===== src/rtl/pak_dsp_cfg_loader_if.sv =====
// pak_dsp_cfg_loader_if: bundles the config-stream handshake and the
// pak_dsp register-bus signals of the coefficient loader.
//   master : the loader (drives coeff_ready, addr/write_en/wdata, status)
//   slave  : host + pak_dsp side (drives start, coeff stream, rdata)
interface pak_dsp_cfg_loader_if #(
  parameter int DATA_WIDTH = 16,
  parameter int ADDR_WIDTH = 6
);
  logic                  start;
  logic [DATA_WIDTH-1:0] coeff_data;
  logic                  coeff_valid;
  logic                  coeff_ready;
  logic [ADDR_WIDTH-1:0] addr;
  logic                  write_en;
  logic [DATA_WIDTH-1:0] wdata;
  logic [DATA_WIDTH-1:0] rdata;
  logic                  busy;
  logic                  done;
  logic                  error;

  modport master (
    input  start, coeff_data, coeff_valid, rdata,
    output coeff_ready, addr, write_en, wdata, busy, done, error
  );

  modport slave (
    output start, coeff_data, coeff_valid, rdata,
    input  coeff_ready, addr, write_en, wdata, busy, done, error
  );
endinterface


===== src/rtl/pak_dsp_cfg_loader.sv =====
// pak_dsp_cfg_loader: register-bus initiator that programs a pak_dsp.
// Takes NUM_COEFF coefficients from a valid/ready stream, writes each to
// COEFF_BASE+idx, then writes CTRL_VALUE to CTRL_ADDR and pulses done.
// Ports:
//   clk  - clock, rising edge
//   rst  - synchronous active-high reset
//   bus  - pak_dsp_cfg_loader_if.master: start, coeff_data/valid/ready,
//          addr/write_en/wdata/rdata, busy, done, error
// Optional build macro PAK_DSP_CFG_VERIFY_EN: keeps a copy of every
// coefficient and reads the window back after the CTRL write; any
// readback mismatch sets a sticky error. Without it error is 0 and rdata
// is ignored.
module pak_dsp_cfg_loader #(
  parameter int DATA_WIDTH = 16,
  parameter int ADDR_WIDTH = 6,
  parameter int NUM_COEFF  = 16,
  parameter int COEFF_BASE = 31,
  parameter int CTRL_ADDR  = 0,
  parameter int CTRL_VALUE = 64
) (
  input  logic                  clk,
  input  logic                  rst,
  pak_dsp_cfg_loader_if.master  bus
);
  localparam int IW = (NUM_COEFF > 1) ? $clog2(NUM_COEFF) : 1;
  localparam logic [ADDR_WIDTH-1:0] BASE_A = ADDR_WIDTH'(COEFF_BASE);
  localparam logic [ADDR_WIDTH-1:0] CTRL_A = ADDR_WIDTH'(CTRL_ADDR);
  localparam logic [DATA_WIDTH-1:0] CTRL_V = DATA_WIDTH'(CTRL_VALUE);
  localparam logic [IW-1:0]         LAST   = IW'(NUM_COEFF - 1);

  // The coefficient window must fit in the address space.
  if (COEFF_BASE + NUM_COEFF > (1 << ADDR_WIDTH)) begin : g_cfg_chk
    $error("pak_dsp_cfg_loader: COEFF_BASE+NUM_COEFF exceeds address space");
  end

`ifdef PAK_DSP_CFG_VERIFY_EN
  typedef enum logic [2:0] {IDLE, LOAD, CTRL, VERIFY, DONE} state_t;
`else
  typedef enum logic [2:0] {IDLE, LOAD, CTRL, DONE} state_t;
`endif

  state_t                st, st_n;
  logic [IW-1:0]         idx, idx_n;
  logic                  ctrl_sent, ctrl_sent_n;
  logic [ADDR_WIDTH-1:0] addr_q, addr_n;
  logic [DATA_WIDTH-1:0] wdata_q, wdata_n;
  logic                  we_q, we_n;
  logic                  err_q, err_n;
  logic                  accept;

  assign accept = bus.coeff_valid && (st == LOAD);

`ifdef PAK_DSP_CFG_VERIFY_EN
  logic [DATA_WIDTH-1:0] shadow [NUM_COEFF];

  // Copy of each accepted coefficient for the readback pass.
  always_ff @(posedge clk) begin
    if (accept) shadow[idx] <= bus.coeff_data;
  end
`else
  logic unused_rdata;
  assign unused_rdata = ^bus.rdata;
`endif

  always_ff @(posedge clk) begin
    if (rst) begin
      st        <= IDLE;
      idx       <= '0;
      ctrl_sent <= 1'b0;
      addr_q    <= '0;
      wdata_q   <= '0;
      we_q      <= 1'b0;
      err_q     <= 1'b0;
    end else begin
      st        <= st_n;
      idx       <= idx_n;
      ctrl_sent <= ctrl_sent_n;
      addr_q    <= addr_n;
      wdata_q   <= wdata_n;
      we_q      <= we_n;
      err_q     <= err_n;
    end
  end

  always_comb begin
    st_n        = st;
    idx_n       = idx;
    ctrl_sent_n = ctrl_sent;
    addr_n      = addr_q;
    wdata_n     = wdata_q;
    we_n        = 1'b0;
    err_n       = err_q;
    case (st)
      IDLE: begin
        if (bus.start) begin
          st_n  = LOAD;
          idx_n = '0;
          err_n = 1'b0;
        end
      end
      LOAD: begin
        if (accept) begin
          we_n    = 1'b1;
          addr_n  = BASE_A + ADDR_WIDTH'(idx);
          wdata_n = bus.coeff_data;
          idx_n   = idx + 1'b1;
          if (idx == LAST) begin
            st_n        = CTRL;
            ctrl_sent_n = 1'b0;
          end
        end
      end
      CTRL: begin
        // First cycle: the last coefficient write is on the bus, so the
        // CTRL write is queued. Second cycle: the CTRL write is on the bus.
        if (!ctrl_sent) begin
          we_n        = 1'b1;
          addr_n      = CTRL_A;
          wdata_n     = CTRL_V;
          ctrl_sent_n = 1'b1;
        end else begin
`ifdef PAK_DSP_CFG_VERIFY_EN
          st_n   = VERIFY;
          idx_n  = '0;
          addr_n = BASE_A;
`else
          st_n   = DONE;
`endif
        end
      end
`ifdef PAK_DSP_CFG_VERIFY_EN
      VERIFY: begin
        // addr already points at COEFF_BASE+idx; rdata is combinational.
        if (bus.rdata != shadow[idx]) err_n = 1'b1;
        if (idx == LAST) begin
          st_n = DONE;
        end else begin
          idx_n  = idx + 1'b1;
          addr_n = BASE_A + ADDR_WIDTH'(idx) + 1'b1;
        end
      end
`endif
      DONE: st_n = IDLE;
      default: st_n = IDLE;
    endcase
  end

  assign bus.coeff_ready = (st == LOAD);
  assign bus.busy        = (st != IDLE);
  assign bus.done        = (st == DONE);
  assign bus.addr        = addr_q;
  assign bus.wdata       = wdata_q;
  assign bus.write_en    = we_q;
`ifdef PAK_DSP_CFG_VERIFY_EN
  assign bus.error       = err_q;
`else
  assign bus.error       = 1'b0;
  logic unused_err;
  assign unused_err = err_q ^ err_n;
`endif
endmodule


===== src/flat_wrapper.sv =====
// flat-port wrapper written by rule: the top's interface ports become plain ports
module pak_dsp_cfg_loader_flat 
#(
  parameter int DATA_WIDTH = 16,
  parameter int ADDR_WIDTH = 6,
  parameter int NUM_COEFF  = 16,
  parameter int COEFF_BASE = 31,
  parameter int CTRL_ADDR  = 0,
  parameter int CTRL_VALUE = 64
)
  (clk, rst, bus_start, bus_coeff_data, bus_coeff_valid, bus_rdata, bus_coeff_ready, bus_addr, bus_write_en, bus_wdata, bus_busy, bus_done, bus_error);
  pak_dsp_cfg_loader_if #(.DATA_WIDTH(DATA_WIDTH), .ADDR_WIDTH(ADDR_WIDTH)) bus_i ();
  input  logic clk;
  input  logic rst;
  input wire logic [$bits(bus_i.start)-1:0] bus_start;
  input wire logic [$bits(bus_i.coeff_data)-1:0] bus_coeff_data;
  input wire logic [$bits(bus_i.coeff_valid)-1:0] bus_coeff_valid;
  input wire logic [$bits(bus_i.rdata)-1:0] bus_rdata;
  output wire logic [$bits(bus_i.coeff_ready)-1:0] bus_coeff_ready;
  output wire logic [$bits(bus_i.addr)-1:0] bus_addr;
  output wire logic [$bits(bus_i.write_en)-1:0] bus_write_en;
  output wire logic [$bits(bus_i.wdata)-1:0] bus_wdata;
  output wire logic [$bits(bus_i.busy)-1:0] bus_busy;
  output wire logic [$bits(bus_i.done)-1:0] bus_done;
  output wire logic [$bits(bus_i.error)-1:0] bus_error;
  assign bus_i.start = bus_start;
  assign bus_i.coeff_data = bus_coeff_data;
  assign bus_i.coeff_valid = bus_coeff_valid;
  assign bus_i.rdata = bus_rdata;
  assign bus_coeff_ready = bus_i.coeff_ready;
  assign bus_addr = bus_i.addr;
  assign bus_write_en = bus_i.write_en;
  assign bus_wdata = bus_i.wdata;
  assign bus_busy = bus_i.busy;
  assign bus_done = bus_i.done;
  assign bus_error = bus_i.error;
  pak_dsp_cfg_loader #(.DATA_WIDTH(DATA_WIDTH), .ADDR_WIDTH(ADDR_WIDTH), .NUM_COEFF(NUM_COEFF), .COEFF_BASE(COEFF_BASE), .CTRL_ADDR(CTRL_ADDR), .CTRL_VALUE(CTRL_VALUE)) u_core (.clk(clk), .rst(rst), .bus(bus_i));
endmodule

===== config.mk =====
export PLATFORM = sky130hd
export DESIGN_NAME = pak_dsp_cfg_loader_flat
export DESIGN_NICKNAME = d
export VERILOG_FILES = /design/src/rtl/pak_dsp_cfg_loader_if.sv /design/src/rtl/pak_dsp_cfg_loader.sv /design/src/flat_wrapper.sv
export SDC_FILE = /design/constraint.sdc
export NUM_CORES = 1
export LEC_CHECK = 0
export CAP_MARGIN = 20
export CORE_MARGIN = 2
export CORE_UTILIZATION = 43
export DETAILED_ROUTE_END_ITERATION = 7
export GPL_TIMING_DRIVEN = 0
export HOLD_SLACK_MARGIN = 0.02
export PLACE_DENSITY = 0.86
export REMOVE_ABC_BUFFERS = 1
export SLEW_MARGIN = 40
export SYNTH_ARGS = -nofsm -noshare
export SYNTH_HDL_FRONTEND = slang
export SYNTH_SLANG_ARGS = --single-unit

===== constraint.sdc =====
create_clock -name clk -period 3.65 [get_ports clk]
set_input_delay 0.365 -clock clk [delete_from_list [all_inputs] [get_ports clk]]
set_output_delay 0.365 -clock clk [all_outputs]
set_load 0.01 [all_outputs]

==> results by group, run 1 <==
Run status
  – Run status: completed

Routing
  – Initial drt markers: 29
  – Vias per cell: 5.404
  – TritonRoute pass-1 iters: 4
  – Post-route ant nets: 0
  – Wire length per cell: 13.59 um
  – Vias: 1205
  – Final wirelength: 3031 um
  – DRC: 0

Worst setup path
  – Worst Path Required: 3.91 ns
  – Critical path arrival: 2.52 ns
  – Critical path type: register to register
  – Kind of cell adding the most delay to the critical path: compound AO/OA/AOI/OAI gates
  – R2R cell count: 6
  – Reg-to-reg startpoint: u_core.st[1]$_SDFFE_PP0P_
  – CP peak stage delay: 0.57 ns
  – Reg2reg end: u_core.bus.addr[5]$_SDFFE_PP0P_
  – Crit-path slowest cell: a211o_1
  – Cell Chain, Critical Path: inv_1, ha_1, nor2b_4, a211o_1, or3_1, a21oi_1
  – Worst Path Buf+Inv: 1
  – Reg2Reg Setup Slack: 1.39 ns
  – Critical path peak fanout: 26
  – CP endpoint kind: register
  – Startpoint Class: register

Timing
  – Max-slew headroom: 48.43%
  – Crit share post-route: 61.85%
  – Max-slew violation count: 0
  – Setup Skew: 0.003386 ns
  – Fmax: 443.0 MHz
  – RSZ-0062 raised after global routing: false
  – Final TNS setup: 0 ns
  – Worst slew pin tran: 0.7736 ns
  – Tmin final: 2.258 ns
  – Final setup viols: 0
  – Final hold violations: 0

Power
  – Peak supply drop: 0.4436 mV
  – Pwr dens: 783.4 nW/um^2
  – Leakage: 0.7077 nW

Cells and area
  – Final Net Count: 234
  – Register Area: 600.6 um^2
  – Final Instance Count excl. Fillers: 223
  – Area Overhead vs Synth: 37.92%
  – Multi-input logic area: 661.9 um^2
  – Inserted Diodes: 0
  – # fillers: 267
  – Fraction of layout cells with a size suffix above 1: 6.316%

Global routing
  – Global-route wire length before repair: 4864 um
  – Largest net degree at the start of global routing: 32
  – Antenna violations before repair: 0
  – GRT Overall Usage: 18.58%
  – Grt ovf: 0
  – Vias in the first global route: 1137

Yosys
  – Top FF cell, synth: dfxtp_1
  – Fraction of registers with async set/reset: 0%
  – Seq/Total Area, Yosys: 44.94%
  – #FFs+latches synth: 30
  – Synth Instances: 146
  – EDFF count, synth: 0
  – Post-synthesis average cell area: 9.153 um^2
  – Post-synthesis cell type count: 31
  – Post-synthesis cell area: 1336 um^2
  – Ys Warns: 0

Die
  – Die Width: 59.75 um
  – Starting Density: 44.50%
  – # IOs: 63
  – CORE AREA: 3003 um^2
  – DIE AREA: 3569 um^2
  – Rows: 20
  – Die Ht: 59.75 um

CTS
  – H-Tree Depth: 2
  – Post_cts resized: 0
  – Clock latency on the worst-skew pair: 0.33 ns
  – Root buffer cell: clkbuf_4
  – CTS sink cnt: 30
  – Post-CTS Hold Buffers: 0
  – Clock Path Buffers: 2
  – Clock Pin Slew Worst Setup and Hold Paths: 0.10 ns
  – Post-CTS Setup Bufs: 0
  – CTS tree: built
  – CTS buffer count: 5

Placed design
  – Buffers on Ports: 45
  – Placed Cells: 215
  – Hpwl dp: 2161 um
  – GPL Wtd Cong: 0.7308

Hold path
  – WHS Endpoint: u_core.bus.addr[5]$_SDFFE_PP0P_
  – Hold Crit Depth: 2
  – Min-Delay Path Class: register to register
  – Hold Crit Start: u_core.bus.addr[5]$_SDFFE_PP0P_

Job
  – Max Cap Violations: 0
[power by group]
part           switching (mW)  internal (mW)
Clock                   0.116         0.0924
Sequential             0.0663          0.428
Combinational           0.370          0.371
[placed cells by master (no fill, tap or decap), types with 2 or more instances in the layout]
cell type / instances
nor2_1: 23
nand3_1: 5
dfxtp_1: 30
a22oi_1: 16
a21oi_1: 9
nor2b_1: 3
inv_1: 8
clkdlybuf4s50_1: 44
or3_1: 5
mux2i_1: 3
nor3_1: 3
ha_1: 9
o21ai_0: 2
clkbuf_4: 5
nand2_1: 7
[synth_stat cells (2+ instances only)]
library cell   n  area (um^2)
or3_1          5        31.28
nor2b_1        3        18.77
nor3_1         3        15.01
o21ai_0        2        10.01
mux2i_1        3        30.03
ha_1           9        112.6
nand3_1        5        25.02
buf_2          4        20.02
clkbuf_1       3        11.26
dfxtp_1       30        600.6
nand2_1        7        26.28
inv_1          8        30.03
a21oi_1        9        45.04
nor2_1        23        86.33
a22oi_1       16        120.1
[how the worst max path moves through the flow]
stage | start | to | slack [ns] | cells after the start
detailed placement | bus_coeff_valid | u_core.bus.addr[5]$_SDFFE_PP0P_ | 1.39 | 5
CTS | u_core.st[1]$_SDFFE_PP0P_ | u_core.bus.addr[5]$_SDFFE_PP0P_ | 1.39 | 6
finish | u_core.st[1]$_SDFFE_PP0P_ | u_core.bus.addr[5]$_SDFFE_PP0P_ | 1.39 | 6
global placement | bus_coeff_valid | u_core.bus.addr[3]$_SDFFE_PP0P_ | 1.44 | 5
floorplan | u_core.st[1]$_SDFFE_PP0P_ | u_core.bus.addr[2]$_SDFFE_PP0P_ | 1.73 | 6
global route | u_core.st[1]$_SDFFE_PP0P_ | u_core.bus.addr[5]$_SDFFE_PP0P_ | 1.19 | 6
[metrics by stage]
stage / setup WS [ns] / power (mW) / hold slack, ns / utilization, % / cell area, um^2
2_1_floorplan: 1.733 / 0.9222 / 0.4341 / - / 1286
3_3_place_gp: 1.444 / 1.200 / 0.4377 / 59.21 / 1778
3_5_place_dp: 1.392 / 1.246 / 0.4497 / 59.25 / 1779
4_1_cts: 1.394 / 1.460 / 0.4631 / 61.38 / 1843
5_1_grt: 1.192 / 1.557 / 0.4794 / 61.38 / 1843
6_report: 1.392 / 1.444 / 0.4592 / 61.38 / 1843
[worst min-delay path, delay by kind of cell (launching register included)]
family	cells	cell delay (ns)
flops	1	0.32
compound gates	1	0.05
simple gates	1	0.05
[flip-flops by register name (all words and copies together), names as in the netlist]
name	cells
u_core.bus.addr	6
u_core.bus.wdata	16
u_core.bus.write_en	1
u_core.ctrl_sent	1
u_core.idx	4
u_core.st	2
[final cells by class]
type / count / area share (%)
clock buffer: 6 / 2.783
clock inverter: 2 / 0.6789
inverter: 8 / 1.629
multi-input combinational: 99 / 35.91
sequential: 30 / 32.59
tap: 33 / 2.240
timing repair buffer: 45 / 24.17
[cell families after synthesis]
kind of cell | share of synthesized area (%)
AOI/OAI and AO/OA | 18.26
xor gates and xnor gates | 0.6556
adders and majority gates | 8.427
buffers and inverters | 5.993
DFF | 44.94
muxes | 2.247
other | 0.2806
and+or+nand+nor | 19.20
[metal layers]
metal,vias up,part of all wire (%),GRT usage (%)
li1,591,-,-
met1,560,41,19.87
met2,46,51,32.30
met3,8,6.1,6.277
met4,0,2.1,9.206
met5,-,0,0
Note: power is estimated with default switching activity, not from simulation.
==> run 2, diff against run 1 <==
Settings changed: CORE_UTILIZATION 43 to 40, PLACE_DENSITY 0.86 to 0.81.
Clock period 3.65 ns to 2.2 ns, I/O delays scaled along.
==> results by group, run 2 (same netlist as run 1, synthesis figures left out) <==
Placed design
  – Hpwl dp: 2273 um (+5.2%)
  – Dpl ws: -0.01239 ns (-1.404 ns)
  – Placed Cells: 226 (+5.1%)
  – Buffers on Ports: 45 (unchanged)
  – GPL Wtd Cong: 0.8260 (+13%)
  – DP Area: 1793 um^2 (+0.77%)

Routing
  – Wire length per cell: 13.32 um (-2.0%)
  – TritonRoute pass-1 iters: 4 (unchanged)
  – Vias per cell: 5.128 (-5.1%)
  – Initial drt markers: 45 (+55%)
  – Post-route ant nets: 0 (unchanged)
  – DRC: 0 (unchanged)
  – Final wirelength: 3117 um (+2.8%)
  – Vias: 1200 (-0.41%)

Worst setup path
  – Worst Path Buf+Inv: 2 (+1)
  – Crit-path slowest cell: dfxtp_1
  – Most frequent CP cell: inv_1
  – Cell Chain, Critical Path: inv_1, ha_1, inv_1, a211o_4, or3_1, a21oi_1
  – Critical path peak fanout: 26 (unchanged)
  – Critical path arrival: 2.30 ns (-0.22 ns)
  – Startpoint Class: register
  – CP peak stage delay: 0.43 ns (-0.14 ns)
  – Kind of cell adding the most delay to the critical path: compound AO/OA/AOI/OAI gates
  – CP endpoint kind: register
  – Worst Path Required: 2.45 ns (-1.46 ns)
  – Critical path type: register to register

Timing
  – Max-slew violation count: 0 (unchanged)
  – RSZ-0062 raised after global routing: false
  – Final worst slack: 0.1546 ns (-1.238 ns)
  – Final hold violations: 0 (unchanged)
  – WHS: 0.3535 ns (-0.1056 ns)
  – Final TNS setup: 0 ns (unchanged)
  – Crit share post-route: 92.97% (+31 points)
  – Final setup viols: 0 (unchanged)
  – Setup Skew: 0.01812 ns (+0.01474 ns)
  – Max-slew headroom: 56.22% (+7.8 points)
  – Fmax: 488.9 MHz (+10%)
  – Worst slew pin tran: 0.6546 ns (-0.1190 ns)
  – Tmin final: 2.045 ns (-0.2122 ns)

Cells and area
  – Area Overhead vs Synth: 39.33%
  – Final Instance Count excl. Fillers: 234 (+4.9%)
  – Fraction of layout cells with a size suffix above 1: 6.316% (unchanged)
  – Number of flip-flops in the largest register: 16 (unchanged)
  – Commonest non-fill, non-tap cell in the layout: clkdlybuf4s50_1
  – Commonest non-fill, non-tap cells in the layout: 44 x clkdlybuf4s50_1, 30 x dfxtp_1, 23 x nor2_1, 16 x a22oi_1
  – Inserted Diodes: 0 (unchanged)
  – Final Net Count: 234 (unchanged)
  – # fillers: 280 (+4.9%)
  – Final core occ: 59.52% (-1.9 points)
  – Post-route cell area: 1862 um^2 (+1.0%)

Global routing
  – Vias in the first global route: 1080 (-5.0%)
  – GRT Overall Usage: 17.29% (-1.3 points)
  – GR met2 Demand/Resource: 31.58% (-0.72 points)
  – Met3 usage: 4.762% (-1.5 points)
  – Antenna violations before repair: 0 (unchanged)
  – Most used routing layer: met2
  – Met1 Use GR: 18.38% (-1.5 points)
  – Largest net degree at the start of global routing: 32 (unchanged)
  – Grt ovf: 0 (unchanged)
  – Global-route wire length before repair: 4740 um (-2.5%)

Die
  – Die Ht: 61.80 um (+3.4%)
  – Rows: 20 (unchanged)
  – CORE AREA: 3128 um^2 (+4.2%)
  – Starting Density: 42.72% (-1.8 points)
  – Die Width: 61.80 um (+3.4%)
  – # IOs: 63 (unchanged)
  – DIE AREA: 3819 um^2 (+7.0%)

CTS
  – Clock latency on the worst-skew pair: 0.33 ns (about the same)
  – H-Tree Depth: 2 (unchanged)
  – Clock Pin Slew Worst Setup and Hold Paths: 0.10 ns (about the same)
  – CTS buffer count: 5 (unchanged)
  – Root buffer cell: clkbuf_4
  – CTS tree: built
  – Post-CTS Hold Buffers: 0 (unchanged)
  – CTS sink cnt: 30 (unchanged)
  – Clock Path Buffers: 2 (unchanged)

Power
  – Peak supply drop: 0.6742 mV (+52%)
  – Pwr dens: 1295 nW/um^2 (+65%)
  – Power Total: 2.410 mW (+67%)
  – Leakage: 0.7090 nW (+0.19%)

Job
  – Max Cap Violations: 0 (unchanged)

Hold path
  – Min-Delay Path Class: input port to register

Run status
  – Run status: completed
[run 2: changes by cell type in the layout (fill, tap and decap cells not counted), sizes merged]
cell and change:
clkinvlp -1, clkbuf +1
[run 2: what timing repair did]
item                       in CTS  in global routing
setup buffers                   0                  0
resized for setup               1                  1
setup endpoints to repair       4                  3
[run 2: worst paths after layout]
| kind | start | end | slack, ns | depth (start not counted) |
|---|---|---|---|---|
| worst min register to register | u_core.bus.addr[2]$_SDFFE_PP0P_ | u_core.bus.addr[2]$_SDFFE_PP0P_ | 0.46 | 2 |
| worst max register to register | u_core.st[0]$_SDFFE_PP0P_ | u_core.bus.addr[5]$_SDFFE_PP0P_ | 0.15 | 6 |
| worst max-delay path | u_core.st[0]$_SDFFE_PP0P_ | u_core.bus.addr[5]$_SDFFE_PP0P_ | 0.15 | 6 |
| worst min-delay path | rst | u_core.bus.wdata[9]$_SDFFE_PP0P_ | 0.35 | 2 |
[run 2: area by class of cell]
type | count | area [um^2] | area share (%)
inverters | 8 | 30.03 | 1.613
clock buffers | 7 | 55.05 | 2.957
flip-flops and latches | 30 | 600.6 | 32.26
clock inverters | 1 | 5.005 | 0.2688
repair buffers | 45 | 445.4 | 23.92
multi-input cells | 99 | 670.6 | 36.02
well taps | 44 | 55.05 | 2.957
[run 2: layer usage]
metal,vias to the layer above,wire (um)
met2,47,1608
met1,551,1259
li1,597,-
met5,-,0
met3,5,200
met4,0,48
[run 2: worst reg2reg max path: cells and delay by family, from the launching register on]
kind | cells | cell delay, ns
AOI/OAI and AO/OA | 2 | 0.54
DFF | 1 | 0.43
and+or+nand+nor | 1 | 0.39
adders and majority gates | 1 | 0.35
buffers and inverters | 2 | 0.26
[run 2: power by group]
group	internal, mW	switching [mW]
logic	0.630	0.630
clock network	0.155	0.184
registers	0.710	0.102
total	1.49	0.916
